## config.mk

```make
export PLATFORM = sky130hd
export DESIGN_NAME = fpu_issue_sched
export DESIGN_NICKNAME = d
export VERILOG_FILES = /design/src/rtl/fpu_issue_sched.sv
export SDC_FILE = /design/constraint.sdc
export NUM_CORES = 1
export LEC_CHECK = 0
export CAP_MARGIN = 20
export CELL_PAD_IN_SITES_DETAIL_PLACEMENT = 2
export CELL_PAD_IN_SITES_GLOBAL_PLACEMENT = 2
export CORE_MARGIN = 2
export CORE_UTILIZATION = 35
export DETAILED_ROUTE_END_ITERATION = 16
export MAX_ROUTING_LAYER = met4
export PLACE_DENSITY = 0.8
export SLEW_MARGIN = 15
export SYNTH_ARGS = -nofsm -noshare
export SYNTH_HDL_FRONTEND = slang
export SYNTH_SLANG_ARGS = --single-unit
export TNS_END_PERCENT = 20
```

## constraint.sdc

```tcl
create_clock -name clk -period 3.3 [get_ports clk]
set_input_delay 0.66 -clock clk [delete_from_list [all_inputs] [get_ports clk]]
set_output_delay 0.66 -clock clk [all_outputs]
set_load 0.02 [all_outputs]
```

## src/rtl/fpu_issue_sched.sv

```systemverilog
// FPU issue scheduler: hazard stalls, writeback-port reservation ring and rounding-mode resolution.
// Define RV_FPU_DYN_RND_EN to let rnd=7 select csr_frm; otherwise rnd=7 is illegal.
module fpu_issue_sched #(
  parameter int LAT_ADD  = 3,
  parameter int LAT_MUL  = 4,
  parameter int LAT_FMA  = 5,
  parameter int LAT_MISC = 2,
  parameter int MAXLAT   = 8
) (
  input  logic        clk,
  input  logic        rst,
  input  logic        dec_fpu_valid,
  input  logic [3:0]  dec_fpu_op,
  input  logic        dec_fpu_op_mod,
  input  logic [2:0]  dec_fpu_rnd,
  input  logic [4:0]  dec_fpu_rs1,
  input  logic [4:0]  dec_fpu_rs2,
  input  logic [4:0]  dec_fpu_rs3,
  input  logic [2:0]  dec_fpu_rs_use,
  input  logic [4:0]  dec_fpu_rd,
  input  logic [2:0]  csr_frm,
  input  logic        flush,
  output logic        fpu_ready,
  output logic        fpu_illegal,
  output logic        fpu_issue_valid,
  output logic [3:0]  fpu_issue_op,
  output logic        fpu_issue_op_mod,
  output logic [2:0]  fpu_issue_rnd,
  output logic        fpu_wb_valid,
  output logic [4:0]  fpu_wb_rd,
  output logic [31:0] fpu_pending,
  output logic        fpu_busy
);
  localparam int LW = $clog2(MAXLAT);

  logic [MAXLAT-1:0] res_p0, res_nxt;
  logic [4:0]        tag_p0  [MAXLAT];
  logic [4:0]        tag_nxt [MAXLAT];
  logic [31:0]       pend_p0, pend_nxt;
  logic [LW-1:0]     lat, lat_m1;
  logic [3:0]        rnd_pack;
  logic [2:0]        rnd_res;
  logic              rnd_ok, hazard, accept;

  function automatic logic [LW-1:0] lat_of(input logic [3:0] op);
    if (op <= 4'd3)      return LW'(LAT_ADD);
    else if (op <= 4'd5) return LW'(LAT_MUL);
    else if (op <= 4'd9) return LW'(LAT_FMA);
    else                 return LW'(LAT_MISC);
  endfunction

  // Rounding resolution returns {legal, mode}.
`ifdef RV_FPU_DYN_RND_EN
  function automatic logic [3:0] resolve_rnd(input logic [2:0] rnd, input logic [2:0] frm);
    logic [2:0] m;
    m = (rnd == 3'd7) ? frm : rnd;
    return {(m <= 3'd4), m};
  endfunction
  assign rnd_pack = resolve_rnd(dec_fpu_rnd, csr_frm);
`else
  function automatic logic [3:0] resolve_rnd(input logic [2:0] rnd);
    return {(rnd <= 3'd4), rnd};
  endfunction
  logic unused_frm;
  assign unused_frm = ^csr_frm;
  assign rnd_pack   = resolve_rnd(dec_fpu_rnd);
`endif

  assign rnd_ok  = rnd_pack[3];
  assign rnd_res = rnd_pack[2:0];

  // Handshake: hazards are judged against registered state only, so no bypass of retiring ops.
  always_comb begin
    lat         = lat_of(dec_fpu_op);
    lat_m1      = lat - LW'(1);
    hazard      = (dec_fpu_rs_use[0] & pend_p0[dec_fpu_rs1])
                | (dec_fpu_rs_use[1] & pend_p0[dec_fpu_rs2])
                | (dec_fpu_rs_use[2] & pend_p0[dec_fpu_rs3])
                | pend_p0[dec_fpu_rd]
                | res_p0[lat];
    fpu_illegal = dec_fpu_valid & ~flush & ~rnd_ok;
    accept      = dec_fpu_valid & ~flush & rnd_ok & ~hazard;
    fpu_ready   = accept | fpu_illegal;
  end

  always_comb begin
    res_nxt = {1'b0, res_p0[MAXLAT-1:1]};
    for (int i = 0; i < MAXLAT - 1; i++) tag_nxt[i] = tag_p0[i+1];
    tag_nxt[MAXLAT-1] = '0;
    pend_nxt = pend_p0;
    if (res_p0[0]) pend_nxt[tag_p0[0]] = 1'b0;
    if (accept) begin
      res_nxt[lat_m1]      = 1'b1;
      tag_nxt[lat_m1]      = dec_fpu_rd;
      pend_nxt[dec_fpu_rd] = 1'b1;
    end
  end

  // Stage p0: reservation ring, pending mask and issue register.
  always_ff @(posedge clk or posedge rst) begin
    if (rst) begin
      res_p0           <= '0;
      pend_p0          <= '0;
      fpu_issue_valid  <= 1'b0;
      fpu_issue_op     <= '0;
      fpu_issue_op_mod <= 1'b0;
      fpu_issue_rnd    <= '0;
      for (int i = 0; i < MAXLAT; i++) tag_p0[i] <= '0;
    end else if (flush) begin
      res_p0          <= '0;
      pend_p0         <= '0;
      fpu_issue_valid <= 1'b0;
      for (int i = 0; i < MAXLAT; i++) tag_p0[i] <= '0;
    end else begin
      res_p0          <= res_nxt;
      pend_p0         <= pend_nxt;
      tag_p0          <= tag_nxt;
      fpu_issue_valid <= accept;
      if (accept) begin
        fpu_issue_op     <= dec_fpu_op;
        fpu_issue_op_mod <= dec_fpu_op_mod;
        fpu_issue_rnd    <= rnd_res;
      end
    end
  end

  assign fpu_wb_valid = res_p0[0];
  assign fpu_wb_rd    = tag_p0[0];
  assign fpu_pending  = pend_p0;
  assign fpu_busy     = |pend_p0;
endmodule

```

==> flow_summary.yaml, run 1 <==
drt:
  wire_per_inst_um: 27.16
  drt-pass1-iter-count: 5
  postRouteAntennaNets: 0
  avgViaCountPerCell: 5.934
  wl_um: 22970
  drc: 0
  drtIter0Drc: 287
  num_vias: 5020
worst_setup_path:
  max_stage_delay_ns: 0.57
  crit_fanout: 3
  reg2reg_slack_ns: 0.20
  slowest_stage: "clkdlybuf4s50_1"
  path_delay_family: "buffers and inverters"
  path_class: "in2out"
  critPathArrivalTime_ns: 2.65
  path_buf_inv: 2
  worstPathCellList: "clkdlybuf4s50_1, mux4_2, mux2_2, o21ai_1, or3_4, nand4b_4, o21ai_2, buf_6"
  startpoint_type: "input port"
  cp-end-kind: "output port"
  worst_ep_required_time_ns: 2.64
pwr:
  leakage_nw: 3.347
  p_per_area_nw_per_um2: 361.1
  seqPwrFrac: 0.428
  clkPwrFrac: 0.387
  switching_share: 0.2863
  switchingPower_uw: 771.9
  combPwrFrac: 0.185
  irDropWorstVdd_mv: 0.2945
  p_int_mw: 1.924
timing:
  final_max_slew_viol_count: 0
  rsz0062_at_grt: "true"
  clock_skew_ns: 0.01206
  maxSlewHeadroom: 0.4429
  finalSetupViolations: 1
  fmax_mhz: 301.7
  period_share: 1.005
  setup_ws_ns: -0.01486
  holdWs_ns: 0.5012
  worstMarginPinSlew_ns: 0.8326
  finalCriticalPeriod_ns: 3.315
  hold_violations: 0
final_layout:
  drive_gt1_frac: 0.3127
  seqCellArea_um2: 2231
  n_antenna_cell: 0
  fin_cells: 846
  syn2layout_area_growth_pct: 41.47
  fill_cells: 1482
  multiInputGateArea_um2: 2910
  final_nets: 696
logic_synthesis:
  async_reset_ff_frac: 1.000
  ys_seq_area_frac: 0.4220
  ys.flop_type: "dfrtp_1"
  synth_warnings: 0
  avgSynthCellArea_um2: 10.73
  yosys_register_bits: 89
  syn_nets: 531
  synthDistinctLibCells: 46
  netlist_area_um2: 5278
  synth_edf_count: 0
  synth_cells: 492
clock_tree:
  root_buffer: "clkbuf_16"
  cts_buffers: 9
  clockBufferDepth: 2
  htree_levels: 3
  clk_latency_ns: 0.36
  clk_pin_slew_worst_paths_ns: 0.07
  cts_tree: "yes"
  clock-sinks: 89
run_status:
  outcome: "complete, but fails checks"
  violations: "negative setup slack"
global_routing:
  gr-total-overflow: 0
  grt_use_total: 0.2917
  grt_max_degree: 81
  antenna_found_initial: 0
  grt_pass1_wl_um: 34170
  grt_pass1_vias: 5629
floorplan:
  rows: 44
  initial_core_util: 0.3604
  die_y_um: 126.8
  die_area_um2: 16080
  die_w_um: 126.8
  coreArea_um2: 14640
  io_pins: 88
placed_design:
  gp_congestion: 0.9234
  detailed_place_hpwl_um: 15290
  place_inst: 813
  portBuffers: 84
flow_run:
  cap_violations: 0
hold_path:
  min_path_type: "reg2reg"
==> tightest hold or removal path: cells and delay by family (launching register included) <==
kind	cells	cell delay [ns]
flops	1	0.35
simple gates	1	0.08
compound gates	1	0.05
==> logic make-up after synthesis <==
| group | count (synthesis) | synth area share |
|---|---|---|
| AOI/OAI and AO/OA | 57 | 0.06662 |
| and+or+nand+nor | 201 | 0.2214 |
| buffers and inverters | 54 | 0.04694 |
| xor gates and xnor gates | 2 | 0.003320 |
| DFF | 89 | 0.4220 |
| muxes | 88 | 0.2373 |
| adders and majority gates | 1 | 0.002370 |
==> placed cells by master (no fill, tap or decap), types with 5 or more instances in the layout <==
cell	synthesis	layout
a21oi_1	8	8
and2_1	6	5
buf_4	8	100
buf_6	1	7
clkbuf_16	0	9
clkdlybuf4s50_1	0	67
dfrtp_1	89	86
dlygate4sd2_1	0	7
inv_1	12	11
mux2_2	17	15
mux2i_1	43	41
mux4_2	28	28
nand2_1	55	54
nand2b_1	42	42
nand3_1	6	6
nand3b_1	23	23
nand4_1	12	12
nor2_1	10	9
nor3_1	5	5
nor3b_1	7	7
nor4_1	9	8
o21ai_0	13	9
o21ai_1	8	11
o22ai_1	18	18
==> layer usage <==
metal,vias to the layer above,part of all wire,track usage
met2,211,0.53,0.5119
met5,-,0,-
met4,0,0.048,0.1597
met3,68,0.046,0.04218
li1,2117,-,-
met1,2624,0.38,0.3195
==> synthesized netlist by cell type, drive strengths merged, types with 15 or more instances <==
cell / number / area [um^2]
buf: 15 / 101.4
clkbuf: 26 / 97.59
dfrtp: 89 / 2227
mux2: 17 / 191.4
mux2i: 43 / 430.4
mux4: 28 / 630.6
nand2: 55 / 206.5
nand2b: 42 / 262.8
nand3b: 23 / 172.7
o21ai: 21 / 105.1
o22ai: 18 / 112.6
==> sequential cells by signal, summed over array words and instances (netlist names) <==
name / cells
fpu_issue_op: 4
fpu_issue_op_mod: 1
fpu_issue_rnd: 3
fpu_issue_valid: 1
fpu_pending: 32
fpu_wb_rd: 5
res_p0: 8
tag_p0: 35
==> per-stage QoR <==
step | util | worst slack (ns) | power, mW | TNS (ns) | instance area (um^2)
after floorplan | - | 0.09291 | 1.396 | 0 | 5281
after global placement | 0.4707 | -0.8113 | 1.609 | -23.10 | 6893
after detailed placement | 0.4707 | -0.9188 | 1.633 | -38.86 | 6893
after CTS | 0.5032 | 0.004366 | 2.686 | 0 | 7370
after global routing | 0.5098 | -0.1027 | 2.784 | -0.1027 | 7466
final | 0.5098 | -0.01486 | 2.696 | -0.01486 | 7466
==> power groups by stage <==
| stage | Combinational [mW] | Sequential, mW | Clock [mW] |
|---|---|---|---|
| floorplan | 0.184 | 1.21 | 0 |
| global placement | 0.440 | 1.17 | 0 |
| detailed placement | 0.459 | 1.17 | 0 |
| CTS | 0.485 | 1.15 | 1.05 |
| global route | 0.528 | 1.16 | 1.10 |
| finish | 0.499 | 1.15 | 1.04 |
==> repair_timing <==
item | CTS | global route
pin swaps | 8 | 6
cloned | 1 | 1
hold buffers | 0 | 0
buffers inserted | 10 | 5
endpoints found under the setup margin | 70 | 13
gates resized for setup | 52 | 25
==> area by class of cell <==
cell class,count,share of cell area
multi-input cells,349,0.3898
flip-flops and latches,89,0.2988
repair buffers,195,0.2343
clock buffers,10,0.03201
well taps,184,0.03084
clock inverters,6,0.007541
inverters,13,0.006704
==> final timing paths <==
path	from	endpoint	depth (start not counted)
min in group asynchronous	rst	tag_p0[19]	2
max in group asynchronous	rst	fpu_pending[27]	3
hold / removal	res_p0[3]	res_p0[2]	2
hold reg to reg	res_p0[3]	res_p0[2]	2
setup reg to reg	fpu_pending[26]	tag_p0[12]	8
setup / recovery	dec_fpu_rs1[3]	fpu_ready	8
Power figures use the tool's default switching activity.
==> run 2, diff against run 1 <==
==> constraint.sdc (replaced) <==
create_clock -name clk -period 3.2 [get_ports clk]
set_input_delay 0.64 -clock clk [delete_from_list [all_inputs] [get_ports clk]]
set_output_delay 0.64 -clock clk [all_outputs]
set_load 0.02 [all_outputs]
==> run 2 against run 1 <==
The run still ends with negative setup slack left. Sequential power is 3% higher. Wire length is 4.9% higher. Power is 6.5% higher. Non-clock buffer count is 1 lower. Critical path type unchanged. First-iteration DRC count is 13% higher. Via count hardly changed. Sequential share of layout area hardly changed. Register-to-register slack worse by 0.10 ns. Setup slack worse by 0.065 ns. Combinational power is 4.6% higher. Hold slack better by 0.019 ns. Sequential cell count stayed put.
==> flow_summary.yaml, run 2 (synthesized netlist as in run 1, its figures left out) <==
final_layout:
  largest_reg_flops: 35
  fin_cells: 846
  final_common_cell: "buf_4"
  post-route-util: 0.5093
  top_register: "tag_p0"
  syn2layout_area_growth_pct: 41.32
  drive_gt1_frac: 0.3056
  fill_cells: 1482
  design_area_um2: 7458
  final_nets: 695
  mostFrequentLayoutCells: "buf_4 (98), dfrtp_1 (89), clkdlybuf4s50_1 (68)"
global_routing:
  grt_pass1_vias: 5640
  grt_pass1_wl_um: 34160
  gr-total-overflow: 0
  grt_use_total: 0.2927
  grt_max_degree: 81
  antenna_found_initial: 0
timing:
  finalSetupViolations: 1
  period_share: 1.025
  clock_skew_ns: 0.007599
  worstMarginPinSlew_ns: 0.8487
  maxSlewHeadroom: 0.4321
  final_max_slew_viol_count: 0
  fmax_mhz: 304.9
  rsz0062_at_grt: "true"
  hold_violations: 0
  holdWs_ns: 0.5204
  setup_ws_ns: -0.07938
  finalCriticalPeriod_ns: 3.279
  finalSetupTns_ns: -0.07938
clock_tree:
  clk_latency_ns: 0.36
  htree_levels: 3
  postCtsHoldBufs: 0
  cts_tree: "yes"
  clock-sinks: 89
  clk_pin_slew_worst_paths_ns: 0.07
  clockBufferDepth: 2
  root_buffer: "clkbuf_16"
  cts_buffers: 9
pwr:
  combPwrFrac: 0.182
  p_per_area_nw_per_um2: 384.9
  irDropWorstVdd_mv: 0.2923
  power_mw: 2.871
  switchingPower_uw: 832.9
  switching_share: 0.2901
  leakage_nw: 3.357
  clkPwrFrac: 0.403
  seqPwrFrac: 0.415
  p_int_mw: 2.038
flow_run:
  cap_violations: 0
floorplan:
  initial_core_util: 0.3604
  coreArea_um2: 14640
  die_y_um: 126.8
  die_w_um: 126.8
  die_area_um2: 16080
  rows: 44
  io_pins: 88
worst_setup_path:
  startpoint_type: "input port"
  max_stage_delay_ns: 0.41
  worst_ep_required_time_ns: 2.56
  path_class: "in2out"
  critPathArrivalTime_ns: 2.64
  crit_fanout: 5
  cp-end-kind: "output port"
  reg2reg_slack_ns: 0.10
  worstPathCellList: "clkdlybuf4s15_1, mux4_2, nor2b_4, a2111oi_4, and4_4, nand4b_4, o21ai_2, buf_6"
  slowest_stage: "clkdlybuf4s15_1"
drt:
  wire_per_inst_um: 28.49
  drc: 0
  drt-pass1-iter-count: 5
  drtIter0Drc: 323
  num_vias: 5021
  wl_um: 24100
  avgViaCountPerCell: 5.935
  postRouteAntennaNets: 0
placed_design:
  preCtsSetupSlack_ns: -0.9563
  portBuffers: 84
  detailed_place_hpwl_um: 15830
  place_inst: 816
  gp_congestion: 0.9368
  dpl_cell_area_um2: 6928
run_status:
  violations: "negative setup slack"
  outcome: "complete, but fails checks"
hold_path:
  min_path_type: "reg2reg"
run 2: repair_timing:
action                                  4_1_cts  5_1_grt
hold endpoints to repair                      0        0
setup buffers                                 4        8
pin swaps                                     7        9
cloned                                        0        1
resized for setup                            52       18
endpoints found under the setup margin       81       17
run 2: layout make-up:
type | count | area [um^2] | area share
inverter | 13 | 50.05 | 0.006710
clock inverter | 7 | 86.33 | 0.01158
sequential | 89 | 2227 | 0.2986
multi-input combinational | 349 | 2920 | 0.3915
clock buffer | 9 | 225.2 | 0.03020
tap | 184 | 230.2 | 0.03087
antenna | 1 | 2.502 | 0.0003355
timing repair buffer | 194 | 1717 | 0.2302
run 2: layer usage:
metal / vias to the layer above / GRT usage / routed length, um
met5: - / - / 0
li1: 2119 / - / -
met2: 202 / 0.5374 / 12980
met3: 71 / 0.02784 / 1135
met1: 2629 / 0.3254 / 9141
met4: 0 / 0.1235 / 848
run 2: power by group through the flow:
stage	combinational, mW	sequential (mW)	clock [mW]
final	0.522	1.19	1.16
after global routing	0.547	1.20	1.21
after CTS	0.500	1.19	1.15
after detailed placement	0.482	1.21	0
after global placement	0.459	1.21	0
after floorplan	0.190	1.25	0
run 2: worst paths after layout:
check	from	endpoint	cells after the start
max reg2reg	fpu_pending[27]	fpu_pending[2]	11
min reg2reg	fpu_issue_op[1]	fpu_issue_op[1]	1
max	dec_fpu_rd[1]	fpu_ready	8
min in group asynchronous	rst	tag_p0[19]	2
min	fpu_issue_op[1]	fpu_issue_op[1]	1
max in group asynchronous	rst	fpu_pending[23]	3
run 2: worst max-delay path: cells and delay by family:
family,cells,cell delay [ns]
muxes,1,0.41
AOI/OAI and AO/OA,2,0.43
buffers and inverters,2,0.54
and+or+nand+nor,3,0.61
==> run 3, diff against run 2 <==
--- a/config.mk
+++ b/config.mk
@@ -11,6 +11,7 @@
 export CORE_MARGIN = 2
 export CORE_UTILIZATION = 35
 export DETAILED_ROUTE_END_ITERATION = 16
+export HOLD_SLACK_MARGIN = 0.1
 export MAX_ROUTING_LAYER = met4
 export PLACE_DENSITY = 0.8
 export SLEW_MARGIN = 15
==> results of run 3 <==
The final DEF is identical to that of run 2; final timing and power are the same.
